**src/rtl/musb_mem_arbiter_if.sv**
```systemverilog
// Bundle of the instruction port, data port and single memory port around musb_mem_arbiter.
// slave is the arbiter's view; master is the view of the core ports and memory around it.
interface musb_mem_arbiter_if #(
    parameter int ADDR_WIDTH = 32
);
    logic [ADDR_WIDTH-1:0] iport_address;
    logic [3:0]            iport_wr;
    logic                  iport_enable;
    logic [31:0]           iport_data_i;
    logic                  iport_ready;
    logic                  iport_error;

    logic [ADDR_WIDTH-1:0] dport_address;
    logic [31:0]           dport_data_o;
    logic [3:0]            dport_wr;
    logic                  dport_enable;
    logic [31:0]           dport_data_i;
    logic                  dport_ready;
    logic                  dport_error;

    logic [ADDR_WIDTH-1:0] mem_address;
    logic [31:0]           mem_data_o;
    logic [3:0]            mem_wr;
    logic                  mem_enable;
    logic [31:0]           mem_data_i;
    logic                  mem_ready;
    logic                  mem_error;

    modport slave (
        input  iport_address, iport_wr, iport_enable,
        output iport_data_i, iport_ready, iport_error,
        input  dport_address, dport_data_o, dport_wr, dport_enable,
        output dport_data_i, dport_ready, dport_error,
        output mem_address, mem_data_o, mem_wr, mem_enable,
        input  mem_data_i, mem_ready, mem_error
    );

    modport master (
        output iport_address, iport_wr, iport_enable,
        input  iport_data_i, iport_ready, iport_error,
        output dport_address, dport_data_o, dport_wr, dport_enable,
        input  dport_data_i, dport_ready, dport_error,
        input  mem_address, mem_data_o, mem_wr, mem_enable,
        output mem_data_i, mem_ready, mem_error
    );
endinterface

```
**src/rtl/musb_mem_arbiter.sv**
```systemverilog
// Round-robin arbiter sharing one single-ported memory between the musb instruction and data ports,
// with a bus-side watchdog that ends hung transactions with an error.
module musb_mem_arbiter #(
    parameter int unsigned TIMEOUT_CYCLES = 255,  // 1..255
    parameter int          ADDR_WIDTH     = 32
) (
    input  logic                clk,
    input  logic                rst,
    musb_mem_arbiter_if.slave   bus
);
    typedef enum logic [1:0] {IDLE, BUSY, RESP} state_t;

    localparam logic [7:0] LAST_COUNT = 8'(TIMEOUT_CYCLES - 1);

    state_t                state_q, state_d;
    logic                  owner_q, owner_d;            // 0 = iport, 1 = dport
    logic                  last_grant_q, last_grant_d;
    logic [7:0]            count_q, count_d;
    logic [ADDR_WIDTH-1:0] addr_q, addr_d;
    logic [3:0]            wr_q, wr_d;
    logic [31:0]           wdata_q, wdata_d;
    logic                  mem_enable_q, mem_enable_d;
    logic                  dropped_q, dropped_d;
    logic [31:0]           idata_q, idata_d;
    logic [31:0]           ddata_q, ddata_d;
    logic                  iready_q, iready_d;
    logic                  ierror_q, ierror_d;
    logic                  dready_q, dready_d;
    logic                  derror_q, derror_d;

    logic                  owner_en;
    logic                  resp_err;
    logic [31:0]           resp_data;

    always_comb begin
        state_d      = state_q;
        owner_d      = owner_q;
        last_grant_d = last_grant_q;
        count_d      = count_q;
        addr_d       = addr_q;
        wr_d         = wr_q;
        wdata_d      = wdata_q;
        mem_enable_d = mem_enable_q;
        dropped_d    = dropped_q;
        idata_d      = idata_q;
        ddata_d      = ddata_q;
        iready_d     = 1'b0;
        ierror_d     = 1'b0;
        dready_d     = 1'b0;
        derror_d     = 1'b0;
        owner_en     = 1'b0;
        resp_err     = 1'b0;
        resp_data    = '0;

        unique case (state_q)
            IDLE: begin
                if (bus.iport_enable || bus.dport_enable) begin
                    // last_grant only moves on contention, so a lone request never skews the rotation
                    if (bus.iport_enable && bus.dport_enable) begin
                        owner_d      = ~last_grant_q;
                        last_grant_d = ~last_grant_q;
                    end else begin
                        owner_d = bus.dport_enable;
                    end
                    if (owner_d) begin
                        addr_d  = bus.dport_address;
                        wr_d    = bus.dport_wr;
                        wdata_d = bus.dport_data_o;
                    end else begin
                        addr_d  = bus.iport_address;
                        wr_d    = bus.iport_wr;
                        wdata_d = '0;
                    end
                    count_d      = '0;
                    dropped_d    = 1'b0;
                    mem_enable_d = 1'b1;
                    state_d      = BUSY;
                end
            end
            BUSY: begin
                owner_en  = owner_q ? bus.dport_enable : bus.iport_enable;
                dropped_d = dropped_q | ~owner_en;
                if (bus.mem_error || bus.mem_ready || count_q == LAST_COUNT) begin
                    resp_err     = bus.mem_error || !bus.mem_ready;
                    resp_data    = resp_err ? '0 : bus.mem_data_i;
                    mem_enable_d = 1'b0;
                    state_d      = RESP;
                    // an abandoned request still lets memory finish but gets no pulse or data
                    if (!dropped_d) begin
                        if (owner_q) begin
                            ddata_d  = resp_data;
                            dready_d = !resp_err;
                            derror_d = resp_err;
                        end else begin
                            idata_d  = resp_data;
                            iready_d = !resp_err;
                            ierror_d = resp_err;
                        end
                    end
                end else begin
                    count_d = count_q + 8'd1;
                end
            end
            RESP: begin
                state_d = IDLE;
            end
            default: begin
                state_d = IDLE;
            end
        endcase
    end

    always_ff @(posedge clk) begin
        if (rst) begin
            state_q      <= IDLE;
            owner_q      <= 1'b0;
            last_grant_q <= 1'b0;
            count_q      <= '0;
            addr_q       <= '0;
            wr_q         <= '0;
            wdata_q      <= '0;
            mem_enable_q <= 1'b0;
            dropped_q    <= 1'b0;
            idata_q      <= '0;
            ddata_q      <= '0;
            iready_q     <= 1'b0;
            ierror_q     <= 1'b0;
            dready_q     <= 1'b0;
            derror_q     <= 1'b0;
        end else begin
            state_q      <= state_d;
            owner_q      <= owner_d;
            last_grant_q <= last_grant_d;
            count_q      <= count_d;
            addr_q       <= addr_d;
            wr_q         <= wr_d;
            wdata_q      <= wdata_d;
            mem_enable_q <= mem_enable_d;
            dropped_q    <= dropped_d;
            idata_q      <= idata_d;
            ddata_q      <= ddata_d;
            iready_q     <= iready_d;
            ierror_q     <= ierror_d;
            dready_q     <= dready_d;
            derror_q     <= derror_d;
        end
    end

    assign bus.mem_address  = addr_q;
    assign bus.mem_wr       = wr_q;
    assign bus.mem_data_o   = wdata_q;
    assign bus.mem_enable   = mem_enable_q;
    assign bus.iport_data_i = idata_q;
    assign bus.iport_ready  = iready_q;
    assign bus.iport_error  = ierror_q;
    assign bus.dport_data_i = ddata_q;
    assign bus.dport_ready  = dready_q;
    assign bus.dport_error  = derror_q;
endmodule

```
**src/flat_wrapper.sv**
```systemverilog
// flat-port wrapper written by rule: the top's interface ports become plain ports
module musb_mem_arbiter_flat 
#(
    parameter int unsigned TIMEOUT_CYCLES = 255,           
    parameter int          ADDR_WIDTH     = 32
)
  (clk, rst, bus_iport_address, bus_iport_wr, bus_iport_enable, bus_iport_data_i, bus_iport_ready, bus_iport_error, bus_dport_address, bus_dport_data_o, bus_dport_wr, bus_dport_enable, bus_dport_data_i, bus_dport_ready, bus_dport_error, bus_mem_address, bus_mem_data_o, bus_mem_wr, bus_mem_enable, bus_mem_data_i, bus_mem_ready, bus_mem_error);
  musb_mem_arbiter_if #(.ADDR_WIDTH(ADDR_WIDTH)) bus_i ();
  input  logic clk;
  input  logic rst;
  input wire logic [$bits(bus_i.iport_address)-1:0] bus_iport_address;
  input wire logic [$bits(bus_i.iport_wr)-1:0] bus_iport_wr;
  input wire logic [$bits(bus_i.iport_enable)-1:0] bus_iport_enable;
  output wire logic [$bits(bus_i.iport_data_i)-1:0] bus_iport_data_i;
  output wire logic [$bits(bus_i.iport_ready)-1:0] bus_iport_ready;
  output wire logic [$bits(bus_i.iport_error)-1:0] bus_iport_error;
  input wire logic [$bits(bus_i.dport_address)-1:0] bus_dport_address;
  input wire logic [$bits(bus_i.dport_data_o)-1:0] bus_dport_data_o;
  input wire logic [$bits(bus_i.dport_wr)-1:0] bus_dport_wr;
  input wire logic [$bits(bus_i.dport_enable)-1:0] bus_dport_enable;
  output wire logic [$bits(bus_i.dport_data_i)-1:0] bus_dport_data_i;
  output wire logic [$bits(bus_i.dport_ready)-1:0] bus_dport_ready;
  output wire logic [$bits(bus_i.dport_error)-1:0] bus_dport_error;
  output wire logic [$bits(bus_i.mem_address)-1:0] bus_mem_address;
  output wire logic [$bits(bus_i.mem_data_o)-1:0] bus_mem_data_o;
  output wire logic [$bits(bus_i.mem_wr)-1:0] bus_mem_wr;
  output wire logic [$bits(bus_i.mem_enable)-1:0] bus_mem_enable;
  input wire logic [$bits(bus_i.mem_data_i)-1:0] bus_mem_data_i;
  input wire logic [$bits(bus_i.mem_ready)-1:0] bus_mem_ready;
  input wire logic [$bits(bus_i.mem_error)-1:0] bus_mem_error;
  assign bus_i.iport_address = bus_iport_address;
  assign bus_i.iport_wr = bus_iport_wr;
  assign bus_i.iport_enable = bus_iport_enable;
  assign bus_iport_data_i = bus_i.iport_data_i;
  assign bus_iport_ready = bus_i.iport_ready;
  assign bus_iport_error = bus_i.iport_error;
  assign bus_i.dport_address = bus_dport_address;
  assign bus_i.dport_data_o = bus_dport_data_o;
  assign bus_i.dport_wr = bus_dport_wr;
  assign bus_i.dport_enable = bus_dport_enable;
  assign bus_dport_data_i = bus_i.dport_data_i;
  assign bus_dport_ready = bus_i.dport_ready;
  assign bus_dport_error = bus_i.dport_error;
  assign bus_mem_address = bus_i.mem_address;
  assign bus_mem_data_o = bus_i.mem_data_o;
  assign bus_mem_wr = bus_i.mem_wr;
  assign bus_mem_enable = bus_i.mem_enable;
  assign bus_i.mem_data_i = bus_mem_data_i;
  assign bus_i.mem_ready = bus_mem_ready;
  assign bus_i.mem_error = bus_mem_error;
  musb_mem_arbiter #(.TIMEOUT_CYCLES(TIMEOUT_CYCLES), .ADDR_WIDTH(ADDR_WIDTH)) u_core (.clk(clk), .rst(rst), .bus(bus_i));
endmodule
```
**config.mk**
```make
export PLATFORM = sky130hd
export DESIGN_NAME = musb_mem_arbiter_flat
export DESIGN_NICKNAME = d
export VERILOG_FILES = /design/src/rtl/musb_mem_arbiter_if.sv /design/src/rtl/musb_mem_arbiter.sv /design/src/flat_wrapper.sv
export SDC_FILE = /design/constraint.sdc
export NUM_CORES = 1
export LEC_CHECK = 0
export ABC_AREA = 0
export CELL_PAD_IN_SITES_DETAIL_PLACEMENT = 1
export CELL_PAD_IN_SITES_GLOBAL_PLACEMENT = 1
export CORE_UTILIZATION = 30
export CTS_BUF_LIST = sky130_fd_sc_hd__clkbuf_2
export DETAILED_ROUTE_END_ITERATION = 6
export PLACE_DENSITY = 0.79
export SLEW_MARGIN = 5
export SYNTH_ARGS = -nofsm -noshare
export SYNTH_HDL_FRONTEND = slang
export SYNTH_SLANG_ARGS = --single-unit
```
**constraint.sdc**
```tcl
create_clock -name clk -period 2.5 [get_ports clk]
set_input_delay 0.625 -clock clk [delete_from_list [all_inputs] [get_ports clk]]
set_output_delay 0.625 -clock clk [all_outputs]
set_load 0.02 [all_outputs]
```
# Word level (Yosys, flattened, before mapping)
# Cells that the tools add are included.
# W data, S select, Z words.
dict set report word_totals {
  input_bits 142
  elab_cells 66
  reg_bits 150
  out_inout_bits 137
}
dict set report classes {
  reduce_logical 19
  add_sub_neg 1
  bitwise 7
  eq_ne 5
  muxes 19
}
# cell n
set ops {}
lappend ops {{$mux W32} 3}
lappend ops {{$mux W8} 2}
lappend ops {{$pmux W8 S2} 1}
lappend ops {{$reduce_or A5 Y1} 2}
lappend ops {{$reduce_and A3 Y1} 3}
lappend ops {{$add A8 B1 Y8 const B} 1}
lappend ops {{$eq A8 B8 Y1 const B} 1}
lappend ops {{$reduce_and A4 Y1} 2}
lappend ops {{$mux W1} 7}
lappend ops {{$not A1 Y1} 6}
lappend ops {{$reduce_and A2 Y1} 3}
lappend ops {{$logic_or A1 B1 Y1} 4}
lappend ops {{$mux W2} 2}
lappend ops {{$mux W4} 1}
lappend ops {{$ne A2 B1 Y1 const B} 2}
lappend ops {{$pmux W1 S2} 2}
lappend ops {{$pmux W2 S2} 1}
lappend ops {{$eq A2 B1 Y1 const B} 1}
lappend ops {{$logic_not A1 Y1} 2}
lappend ops {{$logic_not A2 Y1} 1}
lappend ops {{$ne A2 B2 Y1 const B} 1}
lappend ops {{$reduce_bool A2 Y1} 1}
lappend ops {{$logic_and A1 B1 Y1} 1}
lappend ops {{$or A1 B1 Y1} 1}

# Longest topological paths before layout
# Gate-level depths: netlist (run 1).
dict set report depth {
  ltp_word 5
  mapped_depth 7
  ltp_nobuf 6
}

# Worst setup path before layout (run 1)
# Ideal clock, no wire load.
dict set report synth_timing {
  path_type {input to register}
  startpoint {input port bus_mem_ready}
  endpoint {register u_core.count_q[4]}
  t_arrival_ps 1838
  setup_ps 74
  cell_stages 4
  required_ps 2426
  slack_ps 588
  n_path_buf 0
  path_cell_list {or4b_4 > o21bai_1 > or4_1 > o21ai_0}
}
dict set report synth_via {
  elab_chain_len 4
}
# element line
set synth_lines {}
lappend synth_lines {{start: declaration} flat_wrapper.sv:29} ;# input wire logic [$bits(bus_i.mem_ready)-1:0] bus_mem_ready;
lappend synth_lines {{$logic_or A1 B1 Y1 (2 in series)} musb_mem_arbiter.sv:83} ;# if (bus.mem_error || bus.mem_ready || count_q == LAST_COUNT) begin
lappend synth_lines {{$ne A2 B2 Y1 (no line)} -}
lappend synth_lines {{$reduce_and A3 Y1 (no line)} -}
lappend synth_lines {{end signal: assignment} musb_mem_arbiter.sv:134} ;# count_q <= count_d;
lappend synth_lines {{end: declaration} musb_mem_arbiter.sv:18} ;# logic [7:0] count_q, count_d;
# No other way between the ends.
# A chain may end at the register's enable or synchronous reset.

# Worst setup path after layout (run 1)
dict set report layout_timing {
  startpoint {register u_core.ddata_q[31] (netlist: u_core.bus.dport_data_i[31])}
  endpoint {output port bus_dport_data_i[31]}
}
# element line
set layout_rtl {}
lappend layout_rtl {{start: declaration} musb_mem_arbiter.sv:25} ;# logic [31:0] ddata_q, ddata_d;
lappend layout_rtl {{start signal: assignment} musb_mem_arbiter.sv:141} ;# ddata_q <= ddata_d;
lappend layout_rtl {{end: declaration} flat_wrapper.sv:21} ;# output wire logic [$bits(bus_i.dport_data_i)-1:0] bus_dport_data_i;
# No word-level cell between the ends.

==> results of run 1 <==
==> kinds of logic (layout without fill, tap and decap cells) <==
logic type	Yosys count	after routing
AO/OA/AOI/OAI	157	157
XOR/XNOR	1	1
adder cells (fa/ha/maj)	2	2
buffers and inverters	52	332
flip-flops	150	150
multiplexers	36	36
other	0	2
AND/OR/NAND/NOR	114	114
==> state kept, by name (all words and copies together), names as in the netlist, 2 cells and up <==
register,count
u_core.bus.dport_data_i,32
u_core.bus.mem_wr,4
u_core.count_q,8
u_core.bus.mem_data_o,32
u_core.state_q,2
u_core.bus.mem_address,32
u_core.bus.iport_data_i,32
==> how the worst max path moves through the flow <==
| stage | from | endpoint | depth (start not counted) |
|---|---|---|---|
| after global placement | bus_mem_ready | u_core.count_q[1] | 6 |
| after CTS | u_core.bus.dport_data_i[31] | bus_dport_data_i[31] | 1 |
| after detailed placement | bus_mem_ready | u_core.count_q[1] | 6 |
| after floorplan | bus_mem_ready | u_core.count_q[4] | 4 |
| final | u_core.bus.dport_data_i[31] | bus_dport_data_i[31] | 1 |
| after global routing | u_core.bus.dport_data_i[31] | bus_dport_data_i[31] | 1 |
==> cell usage after synthesis <==
master / number
o21ai_1: 1
a31oi_1: 4
a41oi_1: 1
nor3_1: 1
o41ai_1: 1
nor2b_1: 5
a21oi_1: 6
or2_2: 1
mux2i_1: 36
nand2_1: 4
a22oi_1: 32
nand2b_1: 2
o21bai_1: 1
xnor2_1: 1
nand3_1: 9
or3_1: 1
or4_1: 4
o2111ai_1: 1
and2_1: 3
inv_1: 3
o21ai_0: 4
dfxtp_1: 150
ha_1: 2
nor4_2: 1
o211ai_1: 4
o211a_1: 1
nor3_2: 1
or4b_4: 1
a211oi_1: 36
clkbuf_1: 40
and3_1: 2
nor3b_1: 1
a21boi_0: 1
nand4_1: 1
a32o_1: 64
nor2_1: 77
buf_1: 1
buf_2: 8
==> final cells by class <==
type	instances	share of cell area
diodes	2	0.000561
clock buffers	17	0.00953
clock inverters	15	0.0252
inverters	3	0.00126
multi-input cells	310	0.255
flip-flops and latches	150	0.337
well taps	225	0.0315
repair buffers	297	0.340
==> report_power, final <==
part	switching [W]	internal (W)	leakage [nW]
Sequential	0.0000723	0.00252	1.22
Clock	0.000916	0.000764	0.169
Combinational	0.000547	0.000569	1.85
Total	0.00153	0.00385	3.25
==> per-layer routing <==
layer / track usage / up-vias / routed length (µm)
met2: 0.393 / 163 / 10400
li1: - / 2489 / -
met4: 0.0728 / 0 / 427
met1: 0.206 / 2574 / 7140
met3: 0.0507 / 24 / 1050
met5: 0 / - / 0
==> per-stage QoR <==
step	instance area [µm²]	std cells	hold WS [ns]
CTS	8920	1017	0.285
global placement	8610	985	0.445
floorplan	5440	512	0.474
finish	8920	1019	0.360
detailed placement	8610	985	0.455
global route	8920	1018	0.285
==> placed cells by master (no fill, tap or decap), drive strengths merged, types with 3 or more instances in the layout <==
cell type / count
inv: 6
nand3: 9
nor2: 77
a32o: 64
dfxtp: 150
nor2b: 5
buf: 20
and2: 3
clkinvlp: 3
clkdlybuf4s50: 277
o21ai: 5
clkinv: 4
a22oi: 32
a211oi: 36
mux2i: 36
a31oi: 4
o211ai: 4
a21oi: 6
clkbuf: 17
bufinv: 5
or4: 4
nand2: 4
==> flow_metrics.tcl, run 1 <==
set metrics [dict create \
    num_rows 48 \
    drive_gt1_frac 0.0758 \
    grt_pass1_wl_mm 29.3 \
    die-area_um2 18700 \
    regToRegSetupSlack_ns 0.51 \
    synth_compound_area_frac 0.241 \
    syn_nets 656 \
    irDropWorstVdd_mv 0.334 \
    grt_pass1_vias 5595 \
    fin_nets 923 \
    synth_top_cell_area_share 0.552 \
    synthMuxAreaShare 0.0663 \
    vias 5250 \
    portBuffers 278 \
    synth-adder-area-share 0.00460 \
    clk_pin_slew_ns 0.24 \
    relSlewSlack 0.619 \
    overflow 0 \
    cts-htree-levels 4 \
    leakagePower_nw 3.25 \
    critPathKind "reg -> out" \
    synth_largest_area_cell "dfxtp_1" \
    drt-total-wl_mm 19.0 \
    cts_hold_buf 0 \
    grtUsageTotal 0.202 \
    synthTopCellsByArea "dfxtp_1 55%, a32o_1 12%, mux2i_1 6.6%" \
    yosys.area_share.simple 0.0960 \
    hold_start "rst" \
    cts_max_path_buffers 2 \
    p_per_area_nw_per_um2 604 \
    hold_path_depth 3 \
    critical_path_required_ns 1.88 \
    antenna_found_initial 1 \
    max_freq_mhz 422 \
    ys_seq_area_frac 0.552 \
    min_period_ns 2.37 \
    multi_input_area_um2 2280 \
    reg2regPathDepth 7 \
    die_w_um 137 \
    power_w 0.00539 \
    ctsResizeCount 0 \
    root_buffer "clkbuf_2" \
    startpoint_type "flop" \
    syn_inst 512 \
    drv_slew 0 \
    cp-end-kind "primary output" \
    cts_tree "yes" \
    postLayoutCoreUtil 0.511 \
    drc 0 \
    yosysWarnings 0 \
    boundaryPins 279 \
    synth_cell_type_count 38 \
    cpPeakStageDelay_ns 0.66 \
    worstPathCellList "clkdlybuf4s50_1" \
    core-area_um2 17500 \
    cts_buffers 17 \
    nFillCells 1901 \
    cts_setup_buffers 0 \
    worstHoldPathType "in -> reg" \
    via_per_inst 5.15 \
    tightest_slew_ns 0.571 \
    grt_max_degree 74 \
    cap_violations 0 \
    finalWeightedCongestion 0.791 \
    post-route-period-util 0.948 \
    worstPathArrival_ns 1.75 \
    setup_slack_ns 0.129 \
    cp_top_family "buffers and inverters" \
    syn_to_final_growth_pct 64.1 \
    fp.dieH_um 137 \
    dp_hpwl_mm 14.0 \
    tns_ns 0 \
    reg2reg_from "u_core.count_q[0]" \
    whs_endpoint "u_core.bus.mem_enable" \
    clkLatencyLatePin_ns 0.69 \
    slowest_stage "clkdlybuf4s50_1" \
    worstPathMaxFanout 2 \
    clock_sinks 150 \
    regArea_um2 3000 \
    fin_skew_ns 0.0290 \
    drtPass1Iterations 4 \
    synth_xor_area_frac 0.00161 \
    initial_core_util 0.311 \
    synth.cell_area_um2 5440 \
    status "finished clean" \
    wl_per_cell_um 18.7 \
    setup_viol 0 \
    drt_iter0_drc 205 \
    r2r_end "u_core.bus.dport_data_i[11]" \
    ys_ff_latch 150 \
    dp_slack_ns 0.0160 \
    synth.avg_cell_area_um2 10.6 \
    cp_num_buf_inv 1 \
    hold_viol 0 \
    final_antenna_net_count 0 \
    synth_top_family_by_area "compound AO/OA/AOI/OAI gates" \
    rsz0062_at_grt "no" \
]
Note: power is estimated with default switching activity, not from simulation.
==> run 2, diff against run 1 <==
Settings changed: CORE_ASPECT_RATIO set to 1.25, HOLD_SLACK_MARGIN set to 0.08.
==> run 2 against run 1 <==
Effect of this change:
- routed wire length decreased by 1.0%
- sequential share of layout area about the same
- count of clock-buffer cells in the layout unchanged
- non-clock buffer count decreased by 2
- largest power group unchanged
==> flow_metrics.tcl, run 2 (same netlist as run 1, synthesis figures left out) <==
set metrics [dict create \
    status "finished clean" \
    vias 5265 \
    boundaryPins 279 \
    post-route-period-util 0.947 \
    max_freq_mhz 422 \
    hold_path_depth 3 \
    critPathKind "reg -> out" \
    drive_gt1_frac 0.0747 \
    worstPathMaxFanout 2 \
    regToRegSetupSlack_ns 0.50 \
    regArea_um2 3000 \
    finalWeightedCongestion 0.745 \
    r2r_end "u_core.bus.dport_data_i[30]" \
    clk_pin_slew_ns 0.22 \
    cp_num_buf_inv 1 \
    cts_max_path_buffers 2 \
    grt_pass1_vias 5702 \
    slowest_stage "clkdlybuf4s50_1" \
    final_cell_mix "250 x clkdlybuf4s50_1, 150 x dfxtp_1, 77 x nor2_1, 64 x a32o_1" \
    drv_slew 0 \
    irDropWorstVdd_mv 0.238 \
    switching_share 0.308 \
    drtPass1Iterations 4 \
    worstPathCellList "clkdlybuf4s50_1" \
    overflow 0 \
    fin_nets 921 \
    initial_core_util 0.309 \
    worstHoldPathType "in -> reg" \
    tightest_slew_ns 0.536 \
    leakagePower_nw 3.70 \
    die-area_um2 18700 \
    rsz0062_at_grt "no" \
    cts-htree-levels 4 \
    cp_top_family "buffers and inverters" \
    drc 0 \
    p_clk_frac 0.286 \
    fp.dieH_um 153 \
    startpoint_type "flop" \
    worstPathArrival_ns 1.74 \
    dp_hpwl_mm 13.8 \
    cts_hold_buf 0 \
    reg2regPathDepth 7 \
    relSlewSlack 0.643 \
    clkLatencyLatePin_ns 0.71 \
    die_w_um 122 \
    fin_skew_ns 0.0474 \
    whs_endpoint "u_core.bus.mem_enable" \
    final_common_cell "clkdlybuf4s50_1" \
    setup_viol 0 \
    grt_max_degree 50 \
    cts_tree "yes" \
    critical_path_required_ns 1.88 \
    core-area_um2 17600 \
    cpPeakStageDelay_ns 0.64 \
    hold_viol 0 \
    multi_input_area_um2 2280 \
    final_antenna_net_count 0 \
    drt-total-wl_mm 18.8 \
    seq_power_share 0.500 \
    internal_power_w 0.00360 \
    hold_start "rst" \
    reg2reg_from "u_core.count_q[0]" \
    root_buffer "clkbuf_2" \
    grt_pass1_wl_mm 28.9 \
    p_per_area_nw_per_um2 582 \
    cap_violations 0 \
    antenna_found_initial 2 \
    net-switching-power_w 0.00160 \
    cp-end-kind "primary output" \
    whs_ns 0.342 \
    portBuffers 278 \
    cts_buffers 17 \
    wl_per_cell_um 18.5 \
    grtUsageTotal 0.199 \
    num_rows 54 \
    tns_ns 0 \
    min_period_ns 2.37 \
    syn_to_final_growth_pct 64.2 \
    combPwrFrac 0.214 \
    nFillCells 1895 \
    clock_sinks 150 \
    drt_iter0_drc 253 \
    via_per_inst 5.19 \
    power_w 0.00520 \
]
run 2: cell types whose count changed in the layout (fill, tap and decap cells not counted), moves of 2 or more:
| cell | delta |
|---|---|
| inv_8 | +4 |
| dlymetal6s2s_1 | +26 |
| buf_4 | -2 |
| clkdlybuf4s50_1 | -27 |
| bufinv_16 | -3 |
| clkinvlp_4 | -2 |
run 2: how the worst max path moves through the flow:
stage	start	endpoint	slack, ns	cells past startpoint
after floorplan	bus_mem_ready	u_core.count_q[4]	0.59	4
after detailed placement	bus_mem_ready	u_core.count_q[1]	0.06	6
after CTS	u_core.bus.iport_data_i[27]	bus_iport_data_i[27]	0.0005	1
after global placement	bus_mem_ready	u_core.count_q[1]	0.08	6
after global routing	u_core.bus.dport_data_i[10]	bus_dport_data_i[10]	0.0004	1
final	u_core.bus.mem_wr[2]	bus_mem_wr[2]	0.13	1
run 2: layout make-up:
class | instances | share of cell area
diodes | 1 | 0.000280
well taps | 224 | 0.0314
repair buffers | 295 | 0.345
multi-input cells | 310 | 0.255
clock inverters | 15 | 0.0205
inverters | 3 | 0.00126
clock buffers | 17 | 0.00953
flip-flops and latches | 150 | 0.336
run 2: per-layer routing:
layer / share of wire / track usage / vias up
li1: - / - / 2474
met5: 0.00069 / 0 / -
met1: 0.37 / 0.199 / 2514
met2: 0.52 / 0.367 / 233
met4: 0.028 / 0.0923 / 2
met3: 0.080 / 0.0584 / 42
run 2: power groups by stage:
stage	Sequential [W]	Clock (W)	Combinational [W]
2_1_floorplan	0.00277	0	0.000358
3_3_place_gp	0.00263	0	0.00109
3_5_place_dp	0.00264	0	0.00112
4_1_cts	0.00260	0.00156	0.00113
5_1_grt	0.00262	0.00166	0.00119
6_report	0.00260	0.00149	0.00111
run 2: repair_timing:
action | in CTS | in global routing
gates resized for setup | 1 | 26
pin swaps | 0 | 0
setup buffers | 0 | 0
setup endpoints to repair | 1 | 26
run 2: per-stage QoR:
stage,utilization,area (µm²),instances,setup WS [ns]
floorplan,-,5440,512,0.588
global placement,0.489,8590,982,0.0831
detailed placement,0.489,8590,982,0.0588
CTS,0.504,8860,1014,0.000503
global route,0.508,8930,1015,0.000443
finish,0.508,8930,1015,0.132
